File: config.mk
export PLATFORM = sky130hd
export DESIGN_NAME = baccarat_controller
export DESIGN_NICKNAME = d
export VERILOG_FILES = /design/src/rtl/baccarat_pkg.sv /design/src/rtl/baccarat_controller_banker_draw_rule.sv /design/src/rtl/baccarat_controller.sv
export SDC_FILE = /design/constraint.sdc
export NUM_CORES = 1
export LEC_CHECK = 0
export CORE_MARGIN = 1.5
export CORE_UTILIZATION = 30
export DETAILED_ROUTE_END_ITERATION = 10
export PLACE_DENSITY = 0.66
export SYNTH_ARGS = -nofsm -noshare
export SYNTH_HDL_FRONTEND = slang
export SYNTH_SLANG_ARGS = --single-unit
File: constraint.sdc
create_clock -name slow_clock -period 2.14 [get_ports slow_clock]
set_input_delay 0.321 -clock slow_clock [delete_from_list [all_inputs] [get_ports slow_clock]]
set_output_delay 0.321 -clock slow_clock [all_outputs]
set_load 0.02 [all_outputs]
File: src/rtl/baccarat_pkg.sv
// Shared Baccarat types and tableau constants.
// card_value is also used by the datapath to score raw card codes.
package baccarat_pkg;

  localparam logic [3:0] NATURAL_MIN = 4'd8;
  localparam logic [3:0] STAND_MIN   = 4'd6;

  typedef enum logic [3:0] {
    IDLE      = 4'd0,
    DEAL_P1   = 4'd1,
    DEAL_D1   = 4'd2,
    DEAL_P2   = 4'd3,
    DEAL_D2   = 4'd4,
    CHECK_NAT = 4'd5,
    DRAW_P3   = 4'd6,
    CHECK_D3  = 4'd7,
    DRAW_D3   = 4'd8,
    DONE      = 4'd9
  } state_t;

  // Face cards (10, J, Q, K encoded 10..13) count as zero.
  function automatic logic [3:0] card_value(input logic [3:0] raw);
    return (raw > 4'd9) ? 4'd0 : raw;
  endfunction

endpackage

File: src/rtl/baccarat_controller_banker_draw_rule.sv
// Banker third-card decision once the player has drawn a third card.
// Scores of 7 and above (or out-of-range values) always stand.
module banker_draw_rule (
  input  logic [3:0] dscore_i,
  input  logic [3:0] p3v_i,
  output logic       draw_o
);

  always_comb begin
    draw_o = 1'b0;
    case (dscore_i)
      4'd0, 4'd1, 4'd2: draw_o = 1'b1;
      4'd3:             draw_o = (p3v_i != 4'd8);
      4'd4:             draw_o = (p3v_i >= 4'd2) && (p3v_i <= 4'd7);
      4'd5:             draw_o = (p3v_i >= 4'd4) && (p3v_i <= 4'd7);
      4'd6:             draw_o = (p3v_i >= 4'd6) && (p3v_i <= 4'd7);
      default:          draw_o = 1'b0;
    endcase
  end

endmodule

File: src/rtl/baccarat_controller.sv
// Baccarat round sequencer: deals four cards, applies the tableau rules,
// then shows the winner. One state step per slow_clock rising edge.
//
// state     | meaning
// IDLE      | waiting, all outputs low
// DEAL_P1   | load player card 1
// DEAL_D1   | load dealer card 1
// DEAL_P2   | load player card 2
// DEAL_D2   | load dealer card 2
// CHECK_NAT | naturals / player stand decision
// DRAW_P3   | load player card 3
// CHECK_D3  | banker decision using player third card
// DRAW_D3   | load dealer card 3
// DONE      | win lights valid, held until reset
module baccarat_controller
  import baccarat_pkg::*;
(
  input  logic       slow_clock,
  input  logic       resetb,
  input  logic [3:0] pscore,
  input  logic [3:0] dscore,
  input  logic [3:0] pcard3,
  output logic       load_pcard1,
  output logic       load_pcard2,
  output logic       load_pcard3,
  output logic       load_dcard1,
  output logic       load_dcard2,
  output logic       load_dcard3,
  output logic       player_win_light,
  output logic       dealer_win_light,
  output logic [3:0] state_dbg
);

  state_t state_q, state_d;
  logic   banker_draw;

  banker_draw_rule u_banker_draw_rule (
    .dscore_i (dscore),
    .p3v_i    (card_value(pcard3)),
    .draw_o   (banker_draw)
  );

  always_ff @(posedge slow_clock) begin
    if (!resetb) state_q <= IDLE;
    else         state_q <= state_d;
  end

  always_comb begin
    state_d = IDLE;
    case (state_q)
      IDLE:      state_d = DEAL_P1;
      DEAL_P1:   state_d = DEAL_D1;
      DEAL_D1:   state_d = DEAL_P2;
      DEAL_P2:   state_d = DEAL_D2;
      DEAL_D2:   state_d = CHECK_NAT;
      CHECK_NAT: begin
        if ((pscore >= NATURAL_MIN) || (dscore >= NATURAL_MIN)) state_d = DONE;
        else if (pscore < STAND_MIN)                            state_d = DRAW_P3;
        else if (dscore < STAND_MIN)                            state_d = DRAW_D3;
        else                                                    state_d = DONE;
      end
      DRAW_P3:   state_d = CHECK_D3;
      CHECK_D3:  state_d = banker_draw ? DRAW_D3 : DONE;
      DRAW_D3:   state_d = DONE;
      DONE:      state_d = DONE;
      default:   state_d = IDLE;
    endcase
  end

  always_comb begin
    load_pcard1      = 1'b0;
    load_pcard2      = 1'b0;
    load_pcard3      = 1'b0;
    load_dcard1      = 1'b0;
    load_dcard2      = 1'b0;
    load_dcard3      = 1'b0;
    player_win_light = 1'b0;
    dealer_win_light = 1'b0;
    case (state_q)
      DEAL_P1: load_pcard1 = 1'b1;
      DEAL_D1: load_dcard1 = 1'b1;
      DEAL_P2: load_pcard2 = 1'b1;
      DEAL_D2: load_dcard2 = 1'b1;
      DRAW_P3: load_pcard3 = 1'b1;
      DRAW_D3: load_dcard3 = 1'b1;
      DONE: begin
        player_win_light = (pscore >= dscore);
        dealer_win_light = (dscore >= pscore);
      end
      default: ;
    endcase
  end

  assign state_dbg = state_q;

endmodule

=== Word level (Yosys, flattened, before mapping) ===
Index checks and enable logic that the tools add are counted.

* Flip-flop bits (word level): 4
* Bits of input ports: 14
* Output and inout bits: 12
* Logic and storage cells: 51

* Magnitude comparators: 11
* Equal/unequal tests: 16
* Multiplexer cells: 15
* Reductions and logical operators: 8

{| class="wikitable"
|+ Operators by type and width
! kind !! number
|-
| 4-bit one-hot mux with 9 select lines || 1
|-
| 4-bit by 3-bit == test with 1-bit output (second input constant) || 7
|-
| 4-bit by 2-bit == test with 1-bit output (second input constant) || 4
|-
| 4-bit 2-to-1 mux || 3
|-
| 1-bit 2-to-1 mux || 10
|-
| 4-bit by 1-bit == test with 1-bit output (second input constant) || 2
|-
| 4-bit == test (second input constant) || 2
|-
| 4-bit by 3-bit >= comparator with 1-bit output (second input constant) || 2
|-
| 4-bit >= comparator || 2
|-
| 4-bit >= comparator (second input constant) || 2
|-
| 4-bit logical NOT || 2
|-
| 4-bit by 3-bit less-than comparator with 1-bit output (second input constant) || 2
|-
| 1-bit one-hot mux with 5 select lines || 1
|-
| 4-bit by 2-bit >= comparator with 1-bit output (second input constant) || 1
|-
| 4-bit greater-than comparator (second input constant) || 1
|-
| 4-bit by 3-bit <= comparator with 1-bit output (second input constant) || 1
|-
| 4-bit inequality test (second input constant) || 1
|-
| 1-bit logical AND || 3
|-
| 3-bit OR reduction || 1
|-
| 2-bit OR reduction || 1
|-
| 1-bit logical OR || 1
|}

=== Depth between registers and ports, before layout ===
* Depth after elaboration: 7
* Depth in mapped cells: 6
* Mapped depth without buffers: 6

=== By module ===
A second synthesis with hierarchy kept.

* Cells, all modules: 65
* Area total of the unflattened synthesis: 480.5 sq um

{| class="wikitable"
|+ Modules (own cells, without submodules)
! module !! instances !! cells each !! area each (sq um) !! seq. area each (sq um)
|-
| baccarat_controller || 1 || 59 || 427.9 || 80.1
|-
| banker_draw_rule || 1 || 6 || 52.6 || 0.0
|}

=== Least setup slack after synthesis ===
OpenSTA, ideal clock, no wires.

* Path type: in2out
* Start point: in pscore[1]
* End point: out player_win_light
* Data arrival time: 1,406 ps
* Data required time: 1,819 ps
* Setup slack: 413 ps
* Cell stages on the path: 6
* Buffers on the path: 0
* Path through: inv_1 ha_1 nor2b_1 o21a_1 o21a_1 o21ai_1

* Cells in the longest elaborated chain, start to end: 2

{| class="wikitable"
|+ RTL lines
! what !! line !! RTL
|-
| start, declared || baccarat_controller.sv:20 || <nowiki>input logic [3:0] pscore,</nowiki>
|-
| 4-bit >= comparator || baccarat_controller.sv:87 || <nowiki>player_win_light = (pscore >= dscore);</nowiki>
|-
| 1-bit 2-to-1 mux || baccarat_controller.sv:79 || <nowiki>case (state_q)</nowiki>
|-
| end, declared || baccarat_controller.sv:29 || <nowiki>output logic player_win_light,</nowiki>
|}

No other way between the ends.

=== Final worst setup path ===
* Start point: in dscore[2]
* End point: out dealer_win_light

* Cells in the longest elaborated chain, start to end: 2

{| class="wikitable"
|+ RTL lines
! what !! line !! RTL
|-
| start, declared || baccarat_controller.sv:21 || <nowiki>input logic [3:0] dscore,</nowiki>
|-
| 4-bit >= comparator || baccarat_controller.sv:88 || <nowiki>dealer_win_light = (dscore >= pscore);</nowiki>
|-
| 1-bit 2-to-1 mux || baccarat_controller.sv:79 ||
|-
| end, declared || baccarat_controller.sv:30 || <nowiki>output logic dealer_win_light,</nowiki>
|}

No other way between the ends.

==> flow_metrics.env <==
export IMPL_postPlaceCellArea_um2=747
export IMPL_critPathLaunchType="input pin"
export IMPL_yosysTopAreaCellShare=0.183
export IMPL_synth_fp_nets=78
export IMPL_finalNonFillerCells=107
export IMPL_period_needed_ps=2080
export IMPL_synth_area_per_cell_um2=7.30
export IMPL_yosysWarnings=0
export IMPL_drcViolationCount=0
export IMPL_clock_root_buffer="clkbuf_4"
export IMPL_first_pass_iters=4
export IMPL_synthCells=60
export IMPL_areaGrowthSynthToFinish_pct=74.0
export IMPL_cts_sinks=4
export IMPL_yosysSeqAreaShare=0.183
export IMPL_cp_arrival_ps=1760
export IMPL_io_buffers=25
export IMPL_num_nets_final=112
export IMPL_critPathKind="input pin to output pin"
export IMPL_whs_path_depth=3
export IMPL_antenna_left=0
export IMPL_yosys_area_top_type="dfxtp_1"
export IMPL_gp_congestion=0.798
export IMPL_die_area_mm2=0.00170
export IMPL_grt_pass1_wl_um=1890
export IMPL_ff2ff_path_depth=4
export IMPL_route_detailed_wl_per_inst_um=11.2
export IMPL_cts_buffers=3
export IMPL_synthFlopType="dfxtp_1"
export IMPL_diodes=0
export IMPL_vias_per_cell=5.03
export IMPL_largest_reg_flops=4
export IMPL_crit_required_ps=1820
export IMPL_leakage_nw=0.321
export IMPL_first_iter_violations=10
export IMPL_clkTransAtPathRegs_ps=30
export IMPL_status="finished, final reports clean"
export IMPL_finalInstanceArea_um2=762
export IMPL_fmax_ghz=0.480
export IMPL_fp_dieW_um=41.2
export IMPL_cp_top_family="buffers and inverters"
export IMPL_synth_enable_flop_cells=0
export IMPL_clock_skew_ps=0.746
export IMPL_power_w=0.000306
export IMPL_rsz0062_at_grt="false"
export IMPL_row_count=13
export IMPL_postCtsSetupBuffers=0
export IMPL_io_pins=26
export IMPL_grt_pass1_vias=477
export IMPL_grt_use_total=0.170
export IMPL_fillers=143
export IMPL_gr_total_overflow=0
export IMPL_ys_top_cells_by_area="dfxtp_1 18%, ha_1 11%, nand2b_1 7.1%, nor3_1 5.7%, inv_1 4.3%"
export IMPL_final_common_cell="clkdlybuf4s50_1"
export IMPL_worstSkewPairLatency_ps=230
export IMPL_maxSlewViolCount=0
export IMPL_start_util=0.328
export IMPL_cts_tree="built"
export IMPL_path_cells="clkdlybuf4s50_1 > ha_1 > o21a_1 > o21a_1 > o31a_1 > buf_6"
export IMPL_htree_levels=1
export IMPL_synth_cell_type_count=27
export IMPL_grt_antenna_before_repair=0
export IMPL_dp_cells=104
export IMPL_fin_tns_setup_ps=0
export IMPL_hold_ws_ps=630
export IMPL_path_depth=6
export IMPL_vias=538
export IMPL_vdd_drop_max_v=0.000174
export IMPL_critPathMaxFanout=2
export IMPL_register_area_um2=80.1
export IMPL_endpoint_kind="output pin"
export IMPL_synth_seq_cells=4
export IMPL_coreArea_mm2=0.00133
export IMPL_worstMarginPinSlew_ps=227
export IMPL_grt_max_degree=12
export IMPL_die_h_um=41.2
export IMPL_drv_cap=0
export IMPL_syn_area_um2=438
export IMPL_clk_path_buf_depth=2
export IMPL_routed_wl_um=1200
export IMPL_multiInputGateArea_um2=319
export IMPL_synthArstFlopShare=0
export IMPL_finalHoldViolations=0
export IMPL_hp_class="register to register"
export IMPL_p_per_area_mw_per_mm2=402
export IMPL_critPathMaxStageDelay_ps=440
export IMPL_final_cell_mix="20 x clkdlybuf4s50_1, 8 x buf_4"
export IMPL_dp_hpwl_um=1010
export IMPL_relSlewSlack=0.847
export IMPL_path_buf_inv=2
export IMPL_setup_viol=0
export IMPL_cpMostUsedCell="o21a_1"
export IMPL_period_share=0.973
export IMPL_worst_path_max_delay_cell="clkdlybuf4s50_1"
export IMPL_layout_drive_gt1_share=0.163
## path summary, 6_finish.rpt
path / startpoint / slack, ps / endpoint
hold / removal: state_dbg[0] / 630 / state_dbg[1]
hold reg to reg: state_dbg[0] / 630 / state_dbg[1]
setup reg to reg: state_dbg[1] / 1020 / state_dbg[0]
setup / recovery: dscore[2] / 60 / dealer_win_light
## Yosys cell counts, types with 2 or more instances
cell / n
nand2_1: 5
dfxtp_1: 4
a211o_1: 2
nor2_1: 3
o211ai_1: 2
clkbuf_2: 3
o21ai_0: 2
nand2b_1: 5
a21oi_1: 2
ha_1: 4
nor2b_1: 2
inv_1: 5
nand3_1: 2
o21a_1: 2
nor3_1: 5
## cells by family (layout without fill, tap and decap cells)
| family | count (synthesis) | count (layout) | share of synthesized area |
|---|---|---|---|
| flip-flops | 4 | 4 | 0.183 |
| buffers and inverters | 9 | 41 | 0.0886 |
| AND/OR/NAND/NOR | 27 | 27 | 0.337 |
| adder cells (fa/ha/maj) | 4 | 4 | 0.114 |
| AO/OA/AOI/OAI | 16 | 16 | 0.277 |
## area by class of cell
cell class	count	share of cell area
inverter	5	0.0246
timing repair buffer	33	0.397
multi-input combinational	47	0.419
clock buffer	3	0.0296
tap	15	0.0246
sequential	4	0.105
## power breakdown
group | switching, W | total, W | internal [W]
clock | 0.0000264 | 0.0000888 | 0.0000624
sequential | 0.00000218 | 0.0000826 | 0.0000804
combinational | 0.0000637 | 0.000135 | 0.0000713
## metrics by stage
step / utilization / worst slack (ps)
3_5_place_dp: 0.560 / -554
2_1_floorplan: - / 413
4_1_cts: 0.571 / 19.1
5_1_grt: 0.571 / 15.2
3_3_place_gp: 0.560 / -523
6_report: 0.571 / 58.0
## timing repair
action	4_1_cts	5_1_grt
hold buffers	0	0
pin swaps	4	4
endpoints found under the setup margin	2	2
resized for setup	13	0
## metal layers
| metal | wire, um | global-route usage |
|---|---|---|
| met1 | 554 | 0.212 |
| met2 | 593 | 0.281 |
| met3 | 48 | 0.0326 |
| met4 | 0 | 0.0726 |
| met5 | 0 | 0 |
## worst reg2reg max path, stage by stage (launching register included)
cell      delay (ps)
dfxtp_1          310
buf_4            170
and4b_1          210
o311ai_2         200
nand3_1          100
Power figures use the tool's default switching activity.
